--- config.mk ---
export PLATFORM = sky130hd
export DESIGN_NAME = tdm_demux6
export DESIGN_NICKNAME = d
export VERILOG_FILES = /design/src/rtl/tdm_demux6.sv
export SDC_FILE = /design/constraint.sdc
export NUM_CORES = 1
export LEC_CHECK = 0
export BUFFER_PORTS_ARGS = -buffer_cell sky130_fd_sc_hd__buf_2
export CORE_UTILIZATION = 52
export DETAILED_ROUTE_END_ITERATION = 10
export PLACE_DENSITY = 0.73
export SETUP_SLACK_MARGIN = 0.5
export SYNTH_ARGS = -nofsm -noshare
export SYNTH_HDL_FRONTEND = slang
export SYNTH_SLANG_ARGS = --single-unit
--- constraint.sdc ---
create_clock -name clk -period 1.9 [get_ports clk]
set_input_delay 0.19 -clock clk [delete_from_list [all_inputs] [get_ports clk]]
set_output_delay 0.19 -clock clk [all_outputs]
set_load 0.02 [all_outputs]
--- src/rtl/tdm_demux6.sv ---
// ---------------------------------------------------------------------------
// tdm_demux6
//   Receive-side TDM demultiplexer. A 1-bit serial stream carries one bit per
//   slot, with NUM_CH slots per frame. A slot counter tracks the position in
//   the frame and is aligned by frame_sync. Bits are collected in a shadow
//   register. All channel outputs update together once a frame is complete.
//
// Build option:
//   SYNC_CHECK_EN - adds the sync_err output and strict framing. A RUN slot-0
//                   sample without frame_sync is discarded and the FSM
//                   returns to IDLE. Undefined: free-running framing.
//
// Ports:
//   clk         system clock, rising edge
//   reset       synchronous active-high reset
//   din         serial TDM data bit
//   din_valid   din carries a valid slot sample this cycle
//   frame_sync  marks the current valid sample as slot 0
//   slot        slot index expected for the next valid sample
//   dout        last complete frame, dout[i] = bit of slot i
//   dout_valid  sticky, high once the first frame has been delivered
//   frame_done  one-cycle pulse when dout updates
//   sync_err    (SYNC_CHECK_EN only) one-cycle framing error pulse
// ---------------------------------------------------------------------------
module tdm_demux6 #(
    parameter int NUM_CH = 6,
    parameter int SEL_W  = 3
) (
    input  logic              clk,
    input  logic              reset,
    input  logic              din,
    input  logic              din_valid,
    input  logic              frame_sync,
    output logic [SEL_W-1:0]  slot,
    output logic [NUM_CH-1:0] dout,
    output logic              dout_valid,
    output logic              frame_done
`ifdef SYNC_CHECK_EN
    ,
    output logic              sync_err
`endif
);

    typedef enum logic {
        IDLE,
        RUN
    } state_t;

    localparam logic [SEL_W-1:0] LAST_SLOT = SEL_W'(NUM_CH - 1);

    state_t             state_q, state_d;
    logic [SEL_W-1:0]   slot_d;
    logic [NUM_CH-1:0]  shadow_q, shadow_d;
    logic [NUM_CH-1:0]  dout_d;
    logic               dout_valid_d;
    logic               frame_done_d;
`ifdef SYNC_CHECK_EN
    logic               sync_err_d;
`endif

    // Next-state and output logic.
    // NOTE: every signal gets a default first, so no path leaves one unassigned
    // and no latch is inferred.
    always_comb begin
        state_d      = state_q;
        slot_d       = slot;
        shadow_d     = shadow_q;
        dout_d       = dout;
        dout_valid_d = dout_valid;
        frame_done_d = 1'b0;
`ifdef SYNC_CHECK_EN
        sync_err_d   = 1'b0;
`endif

        if (int'(slot) >= NUM_CH) begin
            // The counter never reaches these codes in normal operation.
            // Recover by re-hunting for frame_sync.
            state_d = IDLE;
            slot_d  = '0;
        end else if (din_valid) begin
            unique case (state_q)
                IDLE: begin
                    if (frame_sync) begin
                        shadow_d[0] = din;
                        slot_d      = SEL_W'(1);
                        state_d     = RUN;
                    end
                end
                RUN: begin
                    if (frame_sync && slot != '0) begin
                        // Early sync: drop the partial frame and restart at slot 0.
                        shadow_d[0] = din;
                        slot_d      = SEL_W'(1);
`ifdef SYNC_CHECK_EN
                        sync_err_d  = 1'b1;
`endif
                    end
`ifdef SYNC_CHECK_EN
                    else if (!frame_sync && slot == '0) begin
                        // Strict framing: each frame must start with sync.
                        sync_err_d = 1'b1;
                        slot_d     = '0;
                        state_d    = IDLE;
                    end
`endif
                    else begin
                        for (int i = 0; i < NUM_CH; i++) begin
                            if (slot == SEL_W'(i)) begin
                                shadow_d[i] = din;
                            end
                        end
                        if (slot == LAST_SLOT) begin
                            // Build dout from the live last bit, because shadow_q
                            // does not yet hold it on this edge.
                            dout_d       = {din, shadow_q[NUM_CH-2:0]};
                            frame_done_d = 1'b1;
                            dout_valid_d = 1'b1;
                            slot_d       = '0;
                        end else begin
                            slot_d = slot + SEL_W'(1);
                        end
                    end
                end
                default: begin
                    state_d = IDLE;
                    slot_d  = '0;
                end
            endcase
        end
    end

    // State registers.
    // NOTE: sequential state uses non-blocking assignments, so every register
    // samples the pre-edge values.
    always_ff @(posedge clk) begin
        if (reset) begin
            // NOTE: shadow is a small register, not a memory. It is reset so
            // that no stale bits can leak into a later frame.
            state_q    <= IDLE;
            slot       <= '0;
            shadow_q   <= '0;
            dout       <= '0;
            dout_valid <= 1'b0;
            frame_done <= 1'b0;
`ifdef SYNC_CHECK_EN
            sync_err   <= 1'b0;
`endif
        end else begin
            state_q    <= state_d;
            slot       <= slot_d;
            shadow_q   <= shadow_d;
            dout       <= dout_d;
            dout_valid <= dout_valid_d;
            frame_done <= frame_done_d;
`ifdef SYNC_CHECK_EN
            sync_err   <= sync_err_d;
`endif
        end
    end

endmodule
# ---- Word level (Yosys, flattened, before mapping)
# Cells that the tools add are included.
# Widths: inputs -> output; s select.
dict set report word_totals {
  ff_bits 17
  latch_bits 0
  ramBits 0
  mem_bits_ro 0
  in_bits 5
  word_cells 46
  mem_count 0
}
dict set report classes {
  n_addsub 1
  mul 0
  n_div 0
  magnitude_cmp 1
  n_eq_ne 7
  n_shift 0
  muxes 11
  bitwise_logic 4
  reduce_logical 12
}
# cell count
set op_table {}
lappend op_table {{$reduce_and 5->1} 5}
lappend op_table {{$mux 3} 3}
lappend op_table {{$eq 3x2->1 const B} 2}
lappend op_table {{$eq 3x3->1 const B} 2}
lappend op_table {{$mux 1} 6}
lappend op_table {{$pmux 3 s2} 1}
lappend op_table {{$reduce_or 5->1} 1}
lappend op_table {{$not 1->1} 4}
lappend op_table {{$reduce_and 4->1} 1}
lappend op_table {{$add 3x1->3 const B} 1}
lappend op_table {{$eq 3x1->1 const B} 1}
lappend op_table {{$ge 3x3->1 const B} 1}
lappend op_table {{$logic_not 3->1} 1}
lappend op_table {{$ne 3x1->1 const B} 1}
lappend op_table {{$reduce_bool 3->1} 1}
lappend op_table {{$ne 2x2->1 const B} 1}
lappend op_table {{$pmux 1 s2} 1}
lappend op_table {{$reduce_and 2->1} 1}
lappend op_table {{$reduce_or 2->1} 1}
lappend op_table {{$logic_and 1x1->1} 1}

# ---- Longest topological paths before layout
# Gate-level depths: netlist (run 1).
dict set report logic_depth {
  ltp_word 4
  mapped_depth 5
}

# ---- Worst setup path before layout (run 1)
# OpenSTA, ideal clock, no wires.
dict set report synth_timing {
  kind {register to register}
  from {register slot[1]}
  to {register slot[2]}
  t_arrival_ps 1525
  required_ps 1834
  setup_slack_ps 309
  path_stages_with_launch 6
  path_buffers 1
  path_cell_list {dfxtp_1 buf_4 and2_2 ha_1 a2111o_1 a21oi_2}
}
dict set report synth_between {
  elab_chain_len 4
  elab_cells_between_ends 9
  classes_between {1 x add/sub; 1 x order compare; 1 x eq/ne; 3 x mux; 3 x reduce/logical}
}
# element line_no
set synth_lines {}
lappend synth_lines {{start, declared} 34} ;# output logic [SEL_W-1:0] slot,
lappend synth_lines {{start signal, assigned} 150} ;# slot <= slot_d;
lappend synth_lines {{$add 3x1->3, or another cell as far along} 120} ;# slot_d = slot + SEL_W'(1);
lappend synth_lines {{$mux 3 / $logic_and 1x1->1 (equally long branches)} {112, 90}}
lappend synth_lines {{$mux 3} 90} ;# if (frame_sync && slot != '0) begin
lappend synth_lines {{$pmux 3 s2} 81} ;# unique case (state_q)
# Parallel ways exist; a longest one is shown, timed or not.
# A chain may end at the register's enable or synchronous reset.

# ---- Worst setup path in the final report (run 1)
dict set report layout_timing {
  from {register slot[0]}
  to {register slot[2]}
}
# The elaborated chain is that of the path after synthesis.

==> results.md, run 1 <==
- The analysis attributes to cell leakage a power of 0.3428 nW.
- The critical path goes through and2_2 > ha_1 > a2111o_1 > a21oi_2.
- The share of total power dissipated in the clock network is 0.320.
- Setup repair after global routing left no endpoint under its margin.
- The max-capacitance violation count is 0.
- The core region is 1524 um^2.
- Setup slack on the critical path of the routed design comes to 0.5760 ns.
- The number of buffers and inverters on the critical path is 0.
- The share of the core filled with cells is 0.5854.
- The global-route usage over all layers is 0.1938.
- The number of flops mapped to enable cells by yosys is 0.
- The fraction of synthesis flops using an asynchronous set or reset pin is 0.
- The fraction of power consumed by sequential logic is 0.612.
- Measured against its own limit, the worst slew margin works out to 0.8002.
- Timing would allow up to 0.7553 GHz.
- Dividing the final minimum period by the clock period gives 0.6969.
- After clock tree synthesis, the clock-pin slew on the worst setup and hold paths is 0.10 ns.
- At the end of the flow, the number of nets in the layout was 110.
- Averaged over all synthesized cells, the footprint is 9.202 um^2.
- For the worst setup path, the data arrival time is 1.55 ns.
- The layout-stage area growth over the synthesis result is 4.240%.
- Prior to clock tree synthesis, the placed netlist has a worst setup slack of 0.5929 ns.
- The aggregate routed wire length is 1595 um.
- The distinct cell type count of the synthesized netlist is 35.
- The switching share of power is 0.2471.
- On the critical path the largest part of the delay comes from compound AO/OA/AOI/OAI gates.
- The peak ir drop on the vdd network is 338.3 uV.
- The layer carrying the most global-route usage is met2.
- Counting flops and latches in the post-synthesis netlist gives 17.
- During synthesis, Yosys emitted a total of 0 warnings.
- The worst hold-check slack is 0.1971 ns.
- The hold-fix buffer count after cts is 0.
- The share of the synthesized area in the top cell type is 0.3977.
- Counting instances, the worst hold path has a depth of 3.
- The clock reaches the later pin of the worst-skew pair after 0.28 ns.
- Clock tree synthesis inserted a total of 3 buffers.
- The capture endpoint of the worst hold path is shadow_q[1]$_SDFFE_PP0P_.
- The antenna diode count is 0.
- The initial core utilization is 0.5616.
- For met1 alone, demand over resource in global routing was 0.2654.
- Setup violations remaining at the end of the flow were counted as 0.
- Dividing total power by cell area gives a power density of 674.4 nW/um^2.
- Sorting the synthesized cells by area gives the leading types as sky130_fd_sc_hd__dfxtp_1, sky130_fd_sc_hd__a21oi_1, sky130_fd_sc_hd__buf_6.
- The total negative slack for setup checks is 0 ns.
- The most used flip-flop cell after synthesis is sky130_fd_sc_hd__dfxtp_1.
- The clock net in this run drives a total of 17 sinks.
- The initial antenna violation count came to 0.
- The met2 capacity usage during global routing is 0.2985.
- In the global route stage, met3 resource usage came out at 0.03879.
- The root buffer cell chosen for the clock tree is sky130_fd_sc_hd__clkbuf_4.
- The library cell used most frequently in the layout, excluding fill and tap cells, is sky130_fd_sc_hd__buf_2.
- The internal power of the cells is 0.0004530 W.
- The biggest area contributor in the post-synthesis netlist is sky130_fd_sc_hd__dfxtp_1.
- The worst register-to-register path has a setup slack of 0.58 ns.
- Of the synthesized area, sequential elements account for 0.3977.
- The detail-routed net length per standard cell is 13.40 um.
- Total power for the finished layout comes to 0.0006016 W.
- The number of DRC markers in iteration 0 is 15.
- The startpoint of the worst hold path is din.
- At the worst endpoint, the required time is 2.13 ns.
- The top cell types in the final layout, fill and taps aside, are sky130_fd_sc_hd__buf_2, sky130_fd_sc_hd__a21oi_1, sky130_fd_sc_hd__dfxtp_1.
- The weighted congestion reported at the end of routability-driven placement is 0.8463.
- For this run, design rule violations remaining after detail routing come to 0.
- The total net switching power is 0.0001487 W.
- Entering global routing, the biggest net connects 16 pins.
- In this run the core area contains 14 standard-cell rows.
- The synthesized netlist occupies a cell area of 855.8 um^2.
- The filler cells instantiated in the layout total 139.
- For this run, the slowest stage of the critical path takes 0.39 ns.
- The top-level port count is 16.
- The residual antenna-violating net count after detailed routing is 0.
- The HPWL after detailed placement is 1095 um.
- TritonCTS built the clock tree.
- The transition time of the tightest slew-check pin is 0.2981 ns.
- The number of nets handed over by synthesis was 99.
- The final count of hold timing violations is 0.
- STA classifies the critical path endpoint as a register.
- The height of the chip is 42.57 um.
- The clock period could shrink to 1.324 ns.
- Measured in cells, the most critical reg-to-reg path has a length of 4.
- By startpoint and endpoint, the worst setup path is classified as reg -> reg.
- The first TritonRoute pass finished after 4 iterations.
- The H-tree level count is 1.
- The most critical setup path has its startpoint at slot[0]$_SDFFE_PP0P_.
- The standard cell with the maximum stage delay on the critical path is sky130_fd_sc_hd__dfxtp_2.
- The sequential cell area is 349.1 um^2.
- The flow ran to the end, and the final reports show no timing, DRC or antenna violations.
- The first global-routing pass estimated 2663 um of wire.
- Using the TritonRoute via totals, the vias-per-cell ratio works out to 6.042.
- In this run the tool buffered the top-level ports with 15 buffer cells.
- The reg-to-reg endpoint is slot[2]$_SDFFE_PP0P_.
- In this run the worst path has a maximum fanout of 12.
- STA classifies the critical path startpoint as a register.
- The via count of the first global-routing pass came to 633.
- The part of the power in combinational logic is 0.068.
- The max-slew violation total from the final report is 0.
- The area used by multi-input combinational logic is 409.1 um^2.
- The die covers 1812 um^2.
- The layout cell share with drive strength beyond 1 is 0.2913.
- The maximum buffer depth of the clock tree is 2.
- The origin of the critical flop-to-flop path is slot[0]$_SDFFE_PP0P_.
- In this run the worst hold path is classified as in -> reg.
- The vias after detailed routing is 719.
- Between clock sinks in the finished design, the worst skew comes to 0.001652 ns.
- After technology mapping, the gate count stands at 93.
- The die is 42.57 um wide.
- The overall overflow remaining after global route is 0.
## kinds of logic after synthesis
group / Yosys count / share of synthesized area
adders and majority gates: 1 / 0.01462
muxes: 2 / 0.02339
AOI/OAI and AO/OA: 32 / 0.2296
buffers and inverters: 12 / 0.1243
DFF: 17 / 0.3977
and+or+nand+nor: 29 / 0.2105
## state kept, by name, summed over array words and instances (netlist names)
name,flops
shadow_q,5
dout,6
slot,3
state_q,1
frame_done,1
dout_valid,1
## worst max-delay path by stage
stage	end	slack (ns)	cells after the start
2_1_floorplan	slot[2]$_SDFFE_PP0P_	0.52	5
3_3_place_gp	slot[2]$_SDFFE_PP0P_	0.59	4
3_5_place_dp	slot[2]$_SDFFE_PP0P_	0.59	4
4_1_cts	slot[2]$_SDFFE_PP0P_	0.57	4
5_1_grt	slot[2]$_SDFFE_PP0P_	0.50	4
6_report	slot[2]$_SDFFE_PP0P_	0.58	4
## cell usage after synthesis, types with 2 or more instances
cell                       count
sky130_fd_sc_hd__a21oi_1      14
sky130_fd_sc_hd__nand3_1       8
sky130_fd_sc_hd__inv_1         3
sky130_fd_sc_hd__nand2b_1      4
sky130_fd_sc_hd__nor3_1        3
sky130_fd_sc_hd__dfxtp_1      17
sky130_fd_sc_hd__nor2_1        4
sky130_fd_sc_hd__o21ai_0       8
sky130_fd_sc_hd__nand2_1       2
sky130_fd_sc_hd__buf_6         4
sky130_fd_sc_hd__mux2i_1       2
## power groups by stage
| stage | clock network, W | logic [W] | registers, W |
|---|---|---|---|
| after CTS | 0.000197 | 0.0000404 | 0.000369 |
| after detailed placement | 0 | 0.0000404 | 0.000377 |
| after floorplan | 0 | 0.0000433 | 0.000373 |
| after global routing | 0.000209 | 0.0000448 | 0.000370 |
| after global placement | 0 | 0.0000399 | 0.000377 |
| final | 0.000193 | 0.0000407 | 0.000368 |
## routing by layer
metal,routed length (um),vias to the layer above
met3,64,2
met2,706,20
met5,0,-
li1,-,360
met1,813,337
met4,10,0
## worst reg2reg max path: cells and delay by family, from the launching register on
kind	cells	cell delay (ns)
AND/OR/NAND/NOR	1	0.21
adder cells (fa/ha/maj)	1	0.26
flip-flops	1	0.39
AO/OA/AOI/OAI	2	0.41
## stage by stage
step | instances | area [um^2]
after detailed placement | 115 | 862.1
final | 119 | 892.1
after global placement | 115 | 862.1
after global routing | 119 | 892.1
after floorplan | 93 | 865.8
after CTS | 119 | 889.6
## final cells by class
| class | instances | share of cell area |
|---|---|---|
| Sequential cell | 17 | 0.3913 |
| Inverter | 3 | 0.01262 |
| Clock buffer | 3 | 0.02525 |
| Multi-Input combinational cell | 64 | 0.4586 |
| Tap cell | 16 | 0.02244 |
| Clock inverter | 1 | 0.005610 |
| Timing Repair Buffer | 15 | 0.08415 |
## what timing repair did
action / CTS / global route
gates resized for setup: 0 / 1
setup endpoints to repair: 0 / 1
buffers inserted: 0 / 0
(Power assumes the default switching activity.)
==> run 2: changes to the inputs <==
==> constraint.sdc (replaced) <==
create_clock -name clk -period 1.36 [get_ports clk]
set_input_delay 0.136 -clock clk [delete_from_list [all_inputs] [get_ports clk]]
set_output_delay 0.136 -clock clk [all_outputs]
set_load 0.02 [all_outputs]
==> run 2 against run 1 <==
Global-route usage increased by 9.1 points. Cell count increased by 16%. Clock skew grew 0.0046 ns. Register-to-register slack worse by 0.54 ns. Fmax is 0.21% lower. Clock power rose by 46%. Critical path depth shrank 1. Sequential share of layout area fell by 12 points. Via count increased by 19%. Sequential power grew 40%. Sequential cell count stayed put. Critical path type unchanged. Critical endpoint unchanged.
==> results.md, run 2 (synthesized netlist as in run 1, its figures left out) <==
- The worst register-to-register path ends at slot[2]$_SDFFE_PP0P_.
- The critical path goes through o31a_1 > a2111o_1 > a21oi_2.
- The clock tree from TritonCTS is yes.
- The via density per instance is 6.196 (+2.5%).
- The global-route usage over all layers is 0.2844 (+0.09069).
- The worst register-to-register path begins at slot[1]$_SDFFE_PP0P_.
- The count of input and output buffers is 15 (unchanged).
- The depth of the most critical reg-to-reg path is 3 (-1).
- The transition time of the tightest slew-check pin was 0.3846 ns (+0.08646 ns).
- The maximum number of pins on one net before global-route repair was 16 (unchanged).
- The critical path is of the reg -> reg type.
- The largest registers in the layout are dout (6), shadow_q (5), slot (3).
- The top-level port count is 16 (unchanged).
- The clock insertion delay at the later pin of the skew report is 0.30 ns (+0.02 ns).
- The kind of path behind the tightest hold check is in -> reg.
- The final count of hold timing violations is 0 (unchanged).
- The setup slack on the worst flop-to-flop path was 0.03 ns (-0.54 ns).
- The capture endpoint of the worst hold path is dout[5]$_SDFFE_PP0P_.
- The reported leakage power is 0.4763 nW (+39%).
- The max-slew violation total from the final report is 0 (unchanged).
- The fill cell total of the finished layout came to 71 (-49%).
- CTS placed an instance of sky130_fd_sc_hd__clkbuf_4 at the clock tree root.
- The final-stage net count is 129 (+17%).
- The H-tree level count is 1 (unchanged).
- The number of buffers created by CTS is 3 (unchanged).
- From synthesis to final layout, the design area changed by 55.26%.
- The count of unresolved DRC violations after routing is 0 (unchanged).
- The critical path data arrival time came to 1.57 ns (+0.02 ns).
- STA classifies the critical path startpoint as a register.
- The clock slew seen by the registers of the worst setup and hold paths is 0.11 ns (about the same).
- The overall die width came to 42.57 um (unchanged).
- The layout cell share with drive strength beyond 1 came to 0.7213 (+0.4300).
- The total negative slack for setup checks is 0 ns (unchanged).
- The share of the core filled with cells is 0.8719 (+0.2865).
- The initial core utilization is 0.5616 (unchanged).
- The cell depth of the worst hold path is 3 (unchanged).
- The HPWL after detailed placement was 1255 um (+15%).
- The maximum buffer depth of the clock tree was 2 (unchanged).
- The kind of end point of the critical path is a register.
- The post-route fraction of the period consumed by the critical path is 0.9756 (+0.2788).
- The count of final setup violators is 0 (unchanged).
- The headroom to the max-slew limit was 0.7414 (-0.05878).
- The antenna diode count came to 0 (unchanged).
- The register with the most flip-flops in the final layout is dout.
- Setup repair after global routing could not meet its margin everywhere.
- The number of DRC markers in iteration 0 is 17 (+2).
- The residual antenna-violating net count after detailed routing is 0 (unchanged).
- The max-capacitance violation count was 0 (unchanged).
- The cell row count is 14 (unchanged).
- The overall overflow remaining after global route is 0 (unchanged).
- The sequential cell area is 362.8 um^2 (+3.9%).
- The flow ran to the end, and the final reports show no timing, DRC or antenna violations.
- The final critical path time including I/O delays and setup came to 1.327 ns (+0.002828 ns).
- The die area came to 1812 um^2 (unchanged).
- In the layout the commonest cells are sky130_fd_sc_hd__buf_6, sky130_fd_sc_hd__buf_4, sky130_fd_sc_hd__a21oi_2.
- The delay of the slowest critical-path stage was 0.43 ns (+0.04 ns).
- The core box area was 1524 um^2 (unchanged).
- The initial antenna violation count is 0 (unchanged).
- The first-pass GRT wire length is 3801 um (+43%).
- The fmax is 0.7537 GHz (-0.21%).
- The total power per unit cell area is 683.1 nW/um^2 (+1.3%).
- The standard cell with the maximum stage delay on the critical path is sky130_fd_sc_hd__a2111o_1.
- The peak ir drop on the vdd network is 776.1 uV (+130%).
- The number of sinks handled by clock tree synthesis is 17 (unchanged).
- The detail-routed net length per standard cell is 19.57 um (+46%).
- The area used by multi-input combinational logic came to 611.8 um^2 (+50%).
- The final setup skew is 0.006264 ns (+0.004612 ns).
- The worst endpoint required time is 1.60 ns (-0.53 ns).
- The vias after detailed routing was 855 (+19%).
- The aggregate routed wire length is 2700 um (+69%).
- The via count of the first global-routing pass came to 816 (+29%).
- The height of the chip is 42.57 um (unchanged).
- The startpoint of the worst hold path is din.
- The weighted congestion reported at the end of routability-driven placement came to 0.8195 (-3.2%).
- The largest driver fanout on the critical path is 7 (-5).
- Leaving out fill and tap cells, the most frequent cell in the layout is sky130_fd_sc_hd__buf_6.
- The number of flip-flops in the largest register came to 6 (unchanged).
- The number of iterations in the first detailed-routing pass is 4 (unchanged).
run 2: per-layer routing:
layer	GRT usage	share of wire
met1	0.3585	0.42
met2	0.4615	0.51
met3	0.05172	0.044
met4	0.1438	0.027
met5	0	0
run 2: worst max-delay path: cells and delay by family, from the launching register on:
family | cells | cell delay [ns]
AOI/OAI and AO/OA | 3 | 0.87
DFF | 1 | 0.40
run 2: area by class of cell:
cell class | count | share of cell area
sequential | 17 | 0.2731
inverter | 3 | 0.008475
tap | 16 | 0.01507
clock buffer | 3 | 0.01695
multi-input combinational | 65 | 0.4605
timing repair buffer | 33 | 0.2222
clock inverter | 1 | 0.003766
run 2: power by group:
part           switching, W  leakage (nW)  internal, W
sequential        0.0000137         0.144     0.000501
clock              0.000171        0.0177     0.000110
combinational     0.0000590         0.314    0.0000539
run 2: worst max path at each step:
stage,start,endpoint,slack (ns),cells after the start
after floorplan,slot[1]$_SDFFE_PP0P_,slot[2]$_SDFFE_PP0P_,0.03,5
after global placement,slot[1]$_SDFFE_PP0P_,slot[2]$_SDFFE_PP0P_,0.12,4
after detailed placement,state_q$_SDFFE_PP0P_,dout[5]$_SDFFE_PP0P_,0.07,3
after CTS,slot[2]$_SDFFE_PP0P_,slot[2]$_SDFFE_PP0P_,0.11,3
after global routing,slot[2]$_SDFFE_PP0P_,slot[2]$_SDFFE_PP0P_,0.02,3
final,slot[1]$_SDFFE_PP0P_,slot[2]$_SDFFE_PP0P_,0.03,3
run 2: metrics by stage:
stage          hold slack, ns   power, W  worst slack (ns)  instances  instance area (um^2)
3_3_place_gp           0.4516  0.0005869            0.1167        117                 925.9
3_5_place_dp           0.4535  0.0005902           0.06997        117                 925.9
4_1_cts                0.1317  0.0008960            0.1134        133                  1197
6_report               0.1257  0.0009077           0.03313        138                  1329
2_1_floorplan          0.2153  0.0005862           0.02977         93                 920.9
5_1_grt                0.1254  0.0009333           0.01663        138                  1329
run 2: timing repair:
action / CTS / global route
setup buffers: 11 / 5
pin swaps: 11 / 4
gates resized for setup: 47 / 19
endpoints found under the setup margin: 28 / 28
hold buffers: 0 / 0
cloned: 1 / 0
==> run 3: changes to the inputs <==
==> constraint.sdc (replaced) <==
create_clock -name clk -period 1.4 [get_ports clk]
set_input_delay 0.14 -clock clk [delete_from_list [all_inputs] [get_ports clk]]
set_output_delay 0.14 -clock clk [all_outputs]
set_load 0.02 [all_outputs]
==> run 3 against run 2 <==
Final area decreased by 2.0%. Largest cell class unchanged. Largest power group unchanged. Critical path type unchanged. Highest routed layer unchanged. Total power down 2.6%. Hold slack better by 0.024 ns.
==> results.md, run 3 (synthesized netlist as in run 1, its figures left out) <==
- More flip-flops sit in one register than any other, and that register is dout.
- The H-tree level count is 1 (unchanged).
- The maximum number of pins on one net before global-route repair is 16 (unchanged).
- The transition time of the tightest slew-check pin came to 0.3343 ns (-0.05025 ns).
- The clock slew seen by the registers of the worst setup and hold paths was 0.11 ns (about the same).
- The count of input and output buffers is 15 (unchanged).
- The worst endpoint required time is 1.64 ns (+0.04 ns).
- The critical path data arrival time came to 1.51 ns (-0.06 ns).
- The weighted congestion reported at the end of routability-driven placement is 0.7929 (-3.2%).
- The residual antenna-violating net count after detailed routing came to 0 (unchanged).
- The number of DRC markers in iteration 0 is 33 (+16).
- The initial core utilization is 0.5616 (unchanged).
- The detail-routed net length per standard cell is 18.68 um (-4.5%).
- The final-stage net count was 132 (+2.3%).
- The total negative slack for setup checks is 0 ns (unchanged).
- The fill cell total of the finished layout was 80 (+13%).
- The global-route usage over all layers is 0.2779 (-0.006510).
- The max-slew violation total from the final report is 0 (unchanged).
- The largest registers in the layout are dout (6), shadow_q (5), slot (3).
- Setup repair after global routing could not meet its margin everywhere.
- The top-level port count is 16 (unchanged).
- The max-capacitance violation count is 0 (unchanged).
- The antenna diode count is 0 (unchanged).
- The fmax is 0.7893 GHz (+4.7%).
- The kind of path behind the tightest hold check is in -> reg.
- The flow ran to the end, and the final reports show no timing, DRC or antenna violations.
- The via count of the first global-routing pass is 768 (-5.9%).
- In the layout the commonest cells are sky130_fd_sc_hd__buf_6, sky130_fd_sc_hd__buf_4, sky130_fd_sc_hd__a21oi_1.
- The die area was 1812 um^2 (unchanged).
- The number of buffers created by CTS was 3 (unchanged).
- The number of sinks handled by clock tree synthesis is 17 (unchanged).
- The CTS root buffer is sky130_fd_sc_hd__clkbuf_4.
- The overall die width is 42.57 um (unchanged).
- The layout cell share with drive strength beyond 1 is 0.6640 (-0.05731).
- Among all stages on the critical path, the largest delay is contributed by sky130_fd_sc_hd__dfxtp_4.
- The total power per unit cell area is 678.8 nW/um^2 (-0.62%).
- The delay of the slowest critical-path stage is 0.42 ns (about the same).
- Traced cell by cell, the critical path runs through and2_4 > ha_4 > a2111o_1 > a21oi_2.
- The clock tree from TritonCTS is yes.
- The post-route fraction of the period consumed by the critical path is 0.9049 (-0.07073).
- The most common cell after layout, fill and taps aside is sky130_fd_sc_hd__buf_6.
- The largest driver fanout on the critical path is 7 (unchanged).
- The final count of hold timing violations is 0 (unchanged).
- The clock insertion delay at the later pin of the skew report came to 0.30 ns (about the same).
- The via density per instance is 6.411 (+3.5%).
- The worst setup slack before clock tree synthesis is 0.06067 ns (-0.009299 ns).
- Relative to the synthesized area, the layout overhead comes to 52.19%.
- The aggregate routed wire length was 2634 um (-2.4%).
- The least setup slack across all paths after layout came to 0.1331 ns (+0.1000 ns).
- The number of flip-flops in the largest register was 6 (unchanged).
- The maximum buffer depth of the clock tree is 2 (unchanged).
- The kind of critical path is reg -> reg.
- The HPWL after detailed placement came to 1167 um (-7.0%).
- The headroom to the max-slew limit came to 0.7740 (+0.03255).
- The final setup skew is 0.008235 ns (+0.001970 ns).
- The cell row count was 14 (unchanged).
- The final critical path time including I/O delays and setup is 1.267 ns (-0.06000 ns).
- The peak ir drop on the vdd network came to 671.3 uV (-14%).
- The first-pass GRT wire length came to 3712 um (-2.3%).
- The vias after detailed routing came to 904 (+5.7%).
- The number of iterations in the first detailed-routing pass came to 4 (unchanged).
- The worst setup path is captured at a register.
- The initial antenna violation count is 0 (unchanged).
- The reported leakage power is 0.4954 nW (+4.0%).
- The count of unresolved DRC violations after routing came to 0 (unchanged).
- The height of the chip is 42.57 um (unchanged).
- The overall overflow remaining after global route is 0 (unchanged).
- The count of final setup violators came to 0 (unchanged).
- The core box area is 1524 um^2 (unchanged).
- STA classifies the critical path startpoint as a register.
## run 3: worst max-delay path, delay by kind of cell, from the launching register on
family                     cells  cell delay, ns
and+or+nand+nor                1            0.17
DFF                            1            0.42
adders and majority gates      1            0.19
AOI/OAI and AO/OA              2            0.42
## run 3: metal layers
metal,share of wire,routed length (um),track usage,vias to the layer above
li1,-,-,-,404
met4,0.0095,25,0.09375,0
met2,0.48,1265,0.4369,51
met5,0,0,0,-
met3,0.098,258,0.05603,4
met1,0.41,1085,0.3790,445
## run 3: worst paths after layout
kind	start	end	slack [ns]	cells past startpoint
setup / recovery	slot[1]$_SDFFE_PP0P_	slot[2]$_SDFFE_PP0P_	0.13	4
hold / removal	din	shadow_q[4]$_SDFFE_PP0P_	0.15	3
setup reg to reg	slot[1]$_SDFFE_PP0P_	slot[2]$_SDFFE_PP0P_	0.13	4
hold reg to reg	shadow_q[4]$_SDFFE_PP0P_	shadow_q[4]$_SDFFE_PP0P_	0.49	2
## run 3: per-stage QoR
stage,instances,total power (W),instance area [um^2],util,hold slack (ns)
2_1_floorplan,93,0.0005695,920.9,-,0.2193
3_3_place_gp,116,0.0005706,918.4,0.6026,0.4516
3_5_place_dp,116,0.0005716,918.4,0.6026,0.4599
4_1_cts,137,0.0008635,1219,0.7997,0.1399
5_1_grt,141,0.0009163,1303,0.8547,0.1477
6_report,141,0.0008842,1303,0.8547,0.1494
## run 3: what timing repair did
item,4_1_cts,5_1_grt
resized for setup,44,13
setup buffers,16,4
endpoints found under the hold margin,0,0
hold buffers,0,0
endpoints found under the setup margin,26,28
pin swaps,14,2
cloned,1,0
## run 3: final cells by class
type / count / area (um^2) / area share
flip-flops and latches: 17 / 362.8 / 0.2786
inverters: 3 / 11.26 / 0.008646
repair buffers: 36 / 324.1 / 0.2488
clock buffers: 3 / 22.52 / 0.01729
well taps: 16 / 20.02 / 0.01537
clock inverters: 1 / 5.005 / 0.003842
multi-input cells: 65 / 556.8 / 0.4275
## run 3: power by group
group	switching, W	internal [W]
Clock	0.000171	0.000106
Combinational	0.0000542	0.0000529
Sequential	0.0000128	0.000486
